===== config.mk =====
export PLATFORM = sky130hd
export DESIGN_NAME = uart_transmitter_flat
export DESIGN_NICKNAME = d
export VERILOG_FILES = /design/src/rtl/uart_transmitter_if.sv /design/src/rtl/uart_transmitter.sv /design/src/flat_wrapper.sv
export SDC_FILE = /design/constraint.sdc
export NUM_CORES = 1
export LEC_CHECK = 0
export ABC_AREA = 1
export CAP_MARGIN = 20
export CELL_PAD_IN_SITES_DETAIL_PLACEMENT = 1
export CELL_PAD_IN_SITES_GLOBAL_PLACEMENT = 2
export CORE_MARGIN = 5
export CORE_UTILIZATION = 32
export DETAILED_ROUTE_END_ITERATION = 6
export PLACE_DENSITY = 0.9
export SYNTH_ARGS = -nofsm -noshare
export SYNTH_HDL_FRONTEND = slang
export SYNTH_SLANG_ARGS = --single-unit

===== constraint.sdc =====
create_clock -name clk -period 4.2 [get_ports clk]
set_input_delay 0.63 -clock clk [delete_from_list [all_inputs] [get_ports clk]]
set_output_delay 0.63 -clock clk [all_outputs]
set_load 0.02 [all_outputs]

===== src/rtl/uart_transmitter_if.sv =====
// Parallel-side handshake bundle for the UART transmitter: request/data in, serial line and status
// out.
interface uart_transmitter_if #(
  parameter int unsigned DATA_BITS = 8
) ();
  logic                 tx_start;
  logic [DATA_BITS-1:0] data_in;
  logic                 tx;
  logic                 busy;
  logic                 tx_done;

  modport master (
    output tx_start,
    output data_in,
    input  tx,
    input  busy,
    input  tx_done
  );

  modport slave (
    input  tx_start,
    input  data_in,
    output tx,
    output busy,
    output tx_done
  );
endinterface


===== src/rtl/uart_transmitter.sv =====
// UART transmitter: accepts a parallel word via tx_start/busy and emits one asynchronous frame
// (start, LSB-first data, optional parity, stop bits) on a registered tx line.
module uart_transmitter #(
  parameter int unsigned DATA_BITS    = 8,
  parameter int unsigned CLKS_PER_BIT = 16,
  parameter int unsigned PARITY_EN    = 1,
  parameter int unsigned PARITY_ODD   = 0,
  parameter int unsigned STOP_BITS    = 1
) (
  input logic              clk,
  input logic              rst,
  uart_transmitter_if.slave bus
);

  localparam int unsigned StopCycles = STOP_BITS * CLKS_PER_BIT;
  localparam int unsigned CntW       = $clog2(StopCycles + 1);
  localparam int unsigned BitW       = $clog2(DATA_BITS + 1);

  typedef enum logic [2:0] {
    StIdle,
    StStart,
    StData,
    StParity,
    StStop
  } state_e;

  state_e               state_q;
  logic [CntW-1:0]      baud_cnt_q;
  logic [BitW-1:0]      bit_cnt_q;
  logic [DATA_BITS-1:0] shift_q;
  logic                 parity_q;
  logic                 tx_q;
  logic                 busy_q;
  logic                 tx_done_q;

  logic baud_last;
  logic stop_last;
  logic data_last;

  assign baud_last = (baud_cnt_q == CntW'(CLKS_PER_BIT - 1));
  // All stop bits are timed as one long period so the counter never needs a second level.
  assign stop_last = (baud_cnt_q == CntW'(StopCycles - 1));
  assign data_last = (bit_cnt_q == BitW'(DATA_BITS - 1));

  always_ff @(posedge clk) begin
    if (rst) begin
      state_q    <= StIdle;
      baud_cnt_q <= '0;
      bit_cnt_q  <= '0;
      shift_q    <= '0;
      parity_q   <= 1'b0;
      tx_q       <= 1'b1;
      busy_q     <= 1'b0;
      tx_done_q  <= 1'b0;
    end else begin
      tx_done_q <= 1'b0;
      case (state_q)
        StIdle: begin
          baud_cnt_q <= '0;
          bit_cnt_q  <= '0;
          tx_q       <= 1'b1;
          if (bus.tx_start) begin
            shift_q  <= bus.data_in;
            parity_q <= (^bus.data_in) ^ (PARITY_ODD != 0);
            busy_q   <= 1'b1;
            tx_q     <= 1'b0;
            state_q  <= StStart;
          end
        end
        StStart: begin
          if (baud_last) begin
            baud_cnt_q <= '0;
            bit_cnt_q  <= '0;
            tx_q       <= shift_q[0];
            state_q    <= StData;
          end else begin
            baud_cnt_q <= baud_cnt_q + 1'b1;
          end
        end
        StData: begin
          if (baud_last) begin
            baud_cnt_q <= '0;
            if (data_last) begin
              if (PARITY_EN != 0) begin
                tx_q    <= parity_q;
                state_q <= StParity;
              end else begin
                tx_q    <= 1'b1;
                state_q <= StStop;
              end
            end else begin
              // Present the next LSB on the same edge the register shifts.
              shift_q   <= shift_q >> 1;
              tx_q      <= shift_q[1];
              bit_cnt_q <= bit_cnt_q + 1'b1;
            end
          end else begin
            baud_cnt_q <= baud_cnt_q + 1'b1;
          end
        end
        StParity: begin
          if (baud_last) begin
            baud_cnt_q <= '0;
            tx_q       <= 1'b1;
            state_q    <= StStop;
          end else begin
            baud_cnt_q <= baud_cnt_q + 1'b1;
          end
        end
        StStop: begin
          if (stop_last) begin
            baud_cnt_q <= '0;
            busy_q     <= 1'b0;
            tx_done_q  <= 1'b1;
            state_q    <= StIdle;
          end else begin
            baud_cnt_q <= baud_cnt_q + 1'b1;
          end
        end
        default: begin
          state_q <= StIdle;
          tx_q    <= 1'b1;
          busy_q  <= 1'b0;
        end
      endcase
    end
  end

  assign bus.tx      = tx_q;
  assign bus.busy    = busy_q;
  assign bus.tx_done = tx_done_q;

endmodule


===== src/flat_wrapper.sv =====
// flat-port wrapper written by rule: the top's interface ports become plain ports
module uart_transmitter_flat 
#(
  parameter int unsigned DATA_BITS    = 8,
  parameter int unsigned CLKS_PER_BIT = 16,
  parameter int unsigned PARITY_EN    = 1,
  parameter int unsigned PARITY_ODD   = 0,
  parameter int unsigned STOP_BITS    = 1
)
  (clk, rst, bus_tx_start, bus_data_in, bus_tx, bus_busy, bus_tx_done);
  uart_transmitter_if #(.DATA_BITS(DATA_BITS)) bus_i ();
  input logic clk;
  input logic rst;
  input wire logic [$bits(bus_i.tx_start)-1:0] bus_tx_start;
  input wire logic [$bits(bus_i.data_in)-1:0] bus_data_in;
  output wire logic [$bits(bus_i.tx)-1:0] bus_tx;
  output wire logic [$bits(bus_i.busy)-1:0] bus_busy;
  output wire logic [$bits(bus_i.tx_done)-1:0] bus_tx_done;
  assign bus_i.tx_start = bus_tx_start;
  assign bus_i.data_in = bus_data_in;
  assign bus_tx = bus_i.tx;
  assign bus_busy = bus_i.busy;
  assign bus_tx_done = bus_i.tx_done;
  uart_transmitter #(.DATA_BITS(DATA_BITS), .CLKS_PER_BIT(CLKS_PER_BIT), .PARITY_EN(PARITY_EN), .PARITY_ODD(PARITY_ODD), .STOP_BITS(STOP_BITS)) u_core (.clk(clk), .rst(rst), .bus(bus_i));
endmodule

[Word level (Yosys, flattened, before mapping)]
Cells that the tools add are included.
Operators by class
  equality and inequality tests: 13
  reductions and logical operators: 14
  bitwise logic cells: 2
  $add $sub $neg: 2
  mux-type cells: 27
Operator list (number)
  8-bit 2-to-1 mux: 3
  3-bit 2-to-1 mux: 6
  8-bit case mux with 2 select lines: 1
  3-bit case mux with 5 select lines: 1
  4-bit 2-to-1 mux: 3
  4-bit case mux with 3 select lines: 1
  4-bit AND reduction: 3
  2-bit by 1-bit != test with 1-bit output (second input constant): 5
  5-bit case mux with 2 select lines: 1
  1-bit 2-to-1 mux: 8
  8-bit parity: 1
  3-bit by 2-bit equality test with 1-bit output (second input constant): 2
  6-bit AND reduction: 1
  5-bit by 1-bit adder with 5-bit output (second input constant): 1
  5-bit by 4-bit equality test with 1-bit output (second input constant): 1
  5-bit 2-to-1 mux: 1
  1-bit case mux with 5 select lines: 1
  4-bit by 1-bit adder with 4-bit output (second input constant): 1
  4-bit by 3-bit equality test with 1-bit output (second input constant): 1
  2-bit != test (second input constant): 2
  2-bit nonzero test: 2
  4-bit OR reduction: 1
  3-bit by 1-bit equality test with 1-bit output (second input constant): 1
  3-bit equality test (second input constant): 1
  other kinds (8): 9
Storage, ports and cells
  output and inout bits: 3
  input bits: 11
  word-level logic and storage cells: 66
  flip-flop bits (word level): 24

[Longest topological paths before layout]
  depth after elaboration: 4
  mapped depth: 9
  gate-level depth less buffers: 9

[Least setup slack after synthesis]
OpenSTA, ideal clock, no wires.
  kind: reg-to-reg
  start point: register u_core.bit_cnt_q[0]
  end point: register u_core.bit_cnt_q[2]
  period minus slack after synthesis: 1347 ps
  path buffers: 0
  setup time: 132 ps
  required time: 4068 ps
  slack: 2853 ps
  data arrival time: 1215 ps
  stages on the path, launching flop included: 8
  cell sequence: dfxtp_1 -> ha_1 -> nand3_1 -> nor2_1 -> nor2_1 -> nand2_1 -> nand2_1 -> a21oi_1
On the way
  longest elaborated chain between the ends: 4
  elaborated cells between the ends (all ways): 7
  classes of those cells: add/sub: 1; eq/ne: 2; mux: 3; reduce/logical: 1
RTL lines
  start, declared: line uart_transmitter.sv:29  | logic [BitW-1:0] bit_cnt_q;
  start signal, assigned: line uart_transmitter.sv:95  | bit_cnt_q <= bit_cnt_q + 1'b1;
  4-bit by 1-bit adder with 4-bit output: line uart_transmitter.sv:95
  4-bit 2-to-1 mux: line uart_transmitter.sv:83  | if (data_last) begin
  4-bit 2-to-1 mux: line uart_transmitter.sv:81  | if (baud_last) begin
  4-bit case mux with 3 select lines: line uart_transmitter.sv:57  | case (state_q)
Parallel ways exist; a longest one is shown, timed or not. The select of a mux whose other input is x is not followed.
A chain may end at the register's enable or synchronous reset.

[Worst setup path after layout]
  start point: register u_core.state_q[2]
  end point: register u_core.shift_q[6]
On the way
  longest elaborated chain between the ends: 3
  elaborated cells between the ends (all ways): 8
  classes of those cells: eq/ne: 4; mux: 1; reduce/logical: 3
RTL lines
  start, declared: line uart_transmitter.sv:27  | state_e state_q;
  start signal, assigned: line uart_transmitter.sv:47  | state_q <= StIdle;
  start signal, assigned: line uart_transmitter.sv:67  | state_q <= StStart;
  start signal, assigned: line uart_transmitter.sv:75  | state_q <= StData;
  3-bit by 2-bit equality test with 1-bit output / 3-bit logical NOT (equally long branches): line uart_transmitter.sv:57
  2-bit != test (no source line), or another cell as far along
  4-bit AND reduction (no source line)
  end signal, assigned: line uart_transmitter.sv:63  | shift_q <= bus.data_in;
  end signal, assigned: line uart_transmitter.sv:93  | shift_q <= shift_q >> 1;
  end, declared: line uart_transmitter.sv:30  | logic [DATA_BITS-1:0] shift_q;
Parallel ways exist; a longest one is shown, timed or not.

==> flow_summary.ini <==
[floorplanning]
boundary_pins = 14
floorplan.rows = 23
chipHeight_um = 75.3
core_sq_um = 4060
initial_utilization = 0.336
design.die.area_sq_um = 5670
floorplan_die_width_um = 75.3

[clock_tree]
post_cts_hold_buffer_count = 0
clk_transition_reported_paths_ps = 90
postCtsSetupBuffers = 0
tritoncts = done
max-clock-path-buffers = 2
tritoncts.num_buffers = 3
h_tree_lvls = 1
clock_sink_count = 24
cts_root_buf = clkbuf_8
cts-resized-gates = 0
clk_latency_ps = 270

[routing]
dr.first_iter.drc_count = 49
drcViolationCount = 0
vias = 1391
drt_first_pass_iters = 4
post_route_antenna_net_violation_count = 0
overall_routed_net_length_mm = 3.64
via_per_inst = 4.90
wire_per_inst_um = 12.8

[layout]
final_cell_area_sq_um = 1610
num-nets-final = 248
layout-area-overhead-vs-synth_pct = 18.1
final_standard_cell_utilization_of_the_core = 0.397
layout-drive-gt1-share = 0.0470
multi_input_area_sq_um = 788
seqCellArea_sq_um = 480
finalNonFillerCells = 284
fillCellCount = 537
diodes = 0

[pwr]
total_switching_power_w = 0.000380
vdd.ir_drop.worst_uv = 269
share_clk_of_total_power = 0.222
pint_w = 0.000546
comb_pwr_share = 0.416
leakage_nw = 0.735
power.switching_fraction = 0.411
p_seq_frac = 0.361
cellPowerDensity_nw_per_um2 = 574

[critical_path]
crit_path_cell_trace = inv_1 > nand2_1 > nor2_2 > nand2_1 > nand2_2 > nand2_1 > a21oi_1
critical_path.most_common_cell = nand2_1
worstPathArrival_ps = 2120
setup.worst_path.start = u_core.state_q[2]$_SDFFE_PP0P_
reg2reg_from = u_core.state_q[2]$_SDFFE_PP0P_
required_ps = 4390
critPathMaxStageDelay_ps = 460
timing.critical_path.slowest_stage_cell = nor2_2
crit_fanout = 13
crit_path_start_kind = register
worstSetupEndpointType = register
setup_crit_path_kind = register to register

[sta]
tightest_slew_ps = 694
hold-worst-slack_ps = 468
final_min_period_over_clock_period = 0.460
max-slew-margin-rel = 0.536
setup_viol_count_final = 0
finalSetupTns_ps = 0
final.min_clock_period_ps = 1930
grt_setup_unrepaired = false
final_hold_viol_count = 0
report.final.slew_viol_count = 0
post_route_skew_ps = 7.54
max_clock_freq_ghz = 0.518

[place]
place_area_sq_um = 1540
dp.final_hpwl_mm = 2.70
port_buffers = 13
post-place-cells = 280
place_congestion = 0.746

[yosys]
synth.net_count = 234
post_synth_inst_count = 221
synth_warnings = 0
netlist_area_sq_um = 1370
synth.distinct_cells = 21
proportion_of_synthesized_chip_area_in_sequential_cells = 0.352
ys_ff_latch = 24
syn_area_per_cell_sq_um = 6.18

[global_route]
global_route.usage.total = 0.144
grt_pass1_wl_mm = 6.40
grt_antenna_before_repair = 0
grt_remaining_overflow = 0
grt_pass1_vias = 1389
grt_max_degree = 18

[hold_path]
worst_hold_path_type = register to register
startpoint_of_the_most_critical_hold_path = u_core.baud_cnt_q[4]$_SDFFE_PP0P_

[status]
status = complete, no violations

[job]
max-cap-violations = 0
kinds of logic after synthesis:
family,Yosys count,synth area share
compound gates,32,0.118
flops,24,0.352
xor+xnor,6,0.0385
fa+ha+maj,2,0.0183
buf+inv,25,0.0706
simple gates,132,0.402
layout by cell type, fill, tap and decap left out, drive strengths merged:
cell	n
nand2	83
dfxtp	24
nand3	22
a21oi	21
nor2	21
inv	21
clkdlybuf4s50	13
o21ai	10
xnor2	4
nor3	3
clkbuf	3
xor2	2
ha	2
nand4	2
nor3b	1
a31oi	1
bufinv	1
per-layer routing:
layer,vias to the layer above,part of all wire,wire length [um],track usage
met5,-,0,0,0
met4,0,0.0052,19,0.0194
met3,2,0.027,97,0.0277
met2,13,0.44,1600,0.229
met1,645,0.53,1920,0.207
li1,731,-,-,-
final cells by class:
cell class / instances / share of cell area
multi-input cells: 172 / 0.489
flip-flops and latches: 24 / 0.298
repair buffers: 13 / 0.0807
inverters: 21 / 0.0489
well taps: 50 / 0.0388
clock buffers: 3 / 0.0256
clock inverters: 1 / 0.0186
cells in the mapped netlist:
library cell  instances  share of area
nand4_1               1         0.0046
xnor2_1               4          0.026
nor2_1               20          0.055
nand4_2               1         0.0092
o21ai_0               5          0.018
ha_1                  2          0.018
inv_2                 3         0.0082
inv_1                18          0.049
buf_2                 2         0.0073
clkbuf_1              2         0.0055
nor3b_1               1         0.0055
xor2_1                2          0.013
nor3_1                3          0.011
a21oi_1              21          0.077
nand3_1              22          0.081
o21ai_1               5          0.018
nor2_2                1         0.0046
a31oi_1               1         0.0046
nand2_1              81           0.22
nand2_2               2         0.0092
dfxtp_1              24           0.35
registers in the layout, indices dropped and copies added (netlist names):
| register | count |
|---|---|
| u_core.bus.busy | 1 |
| u_core.bit_cnt_q | 4 |
| u_core.baud_cnt_q | 5 |
| u_core.parity_q | 1 |
| u_core.bus.tx_done | 1 |
| u_core.state_q | 3 |
| u_core.shift_q | 8 |
| u_core.bus.tx | 1 |
final timing paths:
| check | slack (ps) | cells after the start | endpoint |
|---|---|---|---|
| worst min register to register | 470 | 2 | u_core.baud_cnt_q[4]$_SDFFE_PP0P_ |
| worst max register to register | 2270 | 7 | u_core.shift_q[6]$_SDFFE_PP0P_ |
| worst min-delay path | 470 | 2 | u_core.baud_cnt_q[4]$_SDFFE_PP0P_ |
| worst max-delay path | 2270 | 7 | u_core.shift_q[6]$_SDFFE_PP0P_ |
metrics by stage:
stage / total power [W] / setup WS [ps]
after detailed placement: 0.000723 / 1960
after global placement: 0.000720 / 2010
final: 0.000926 / 2270
after global routing: 0.00101 / 1980
after floorplan: 0.000613 / 2850
after CTS: 0.000935 / 2250
critical path: cells and delay by family (launching register included):
family	cells	cell delay, ps
buf+inv	1	140
compound gates	1	130
flops	1	330
simple gates	5	1260
power groups by stage:
stage,Clock [W],Sequential [W],Combinational [W]
6_report,0.000206,0.000334,0.000386
5_1_grt,0.000219,0.000343,0.000450
4_1_cts,0.000212,0.000334,0.000389
3_5_place_dp,0,0.000339,0.000384
3_3_place_gp,0,0.000339,0.000381
2_1_floorplan,0,0.000335,0.000277
Power figures use the tool's default switching activity.
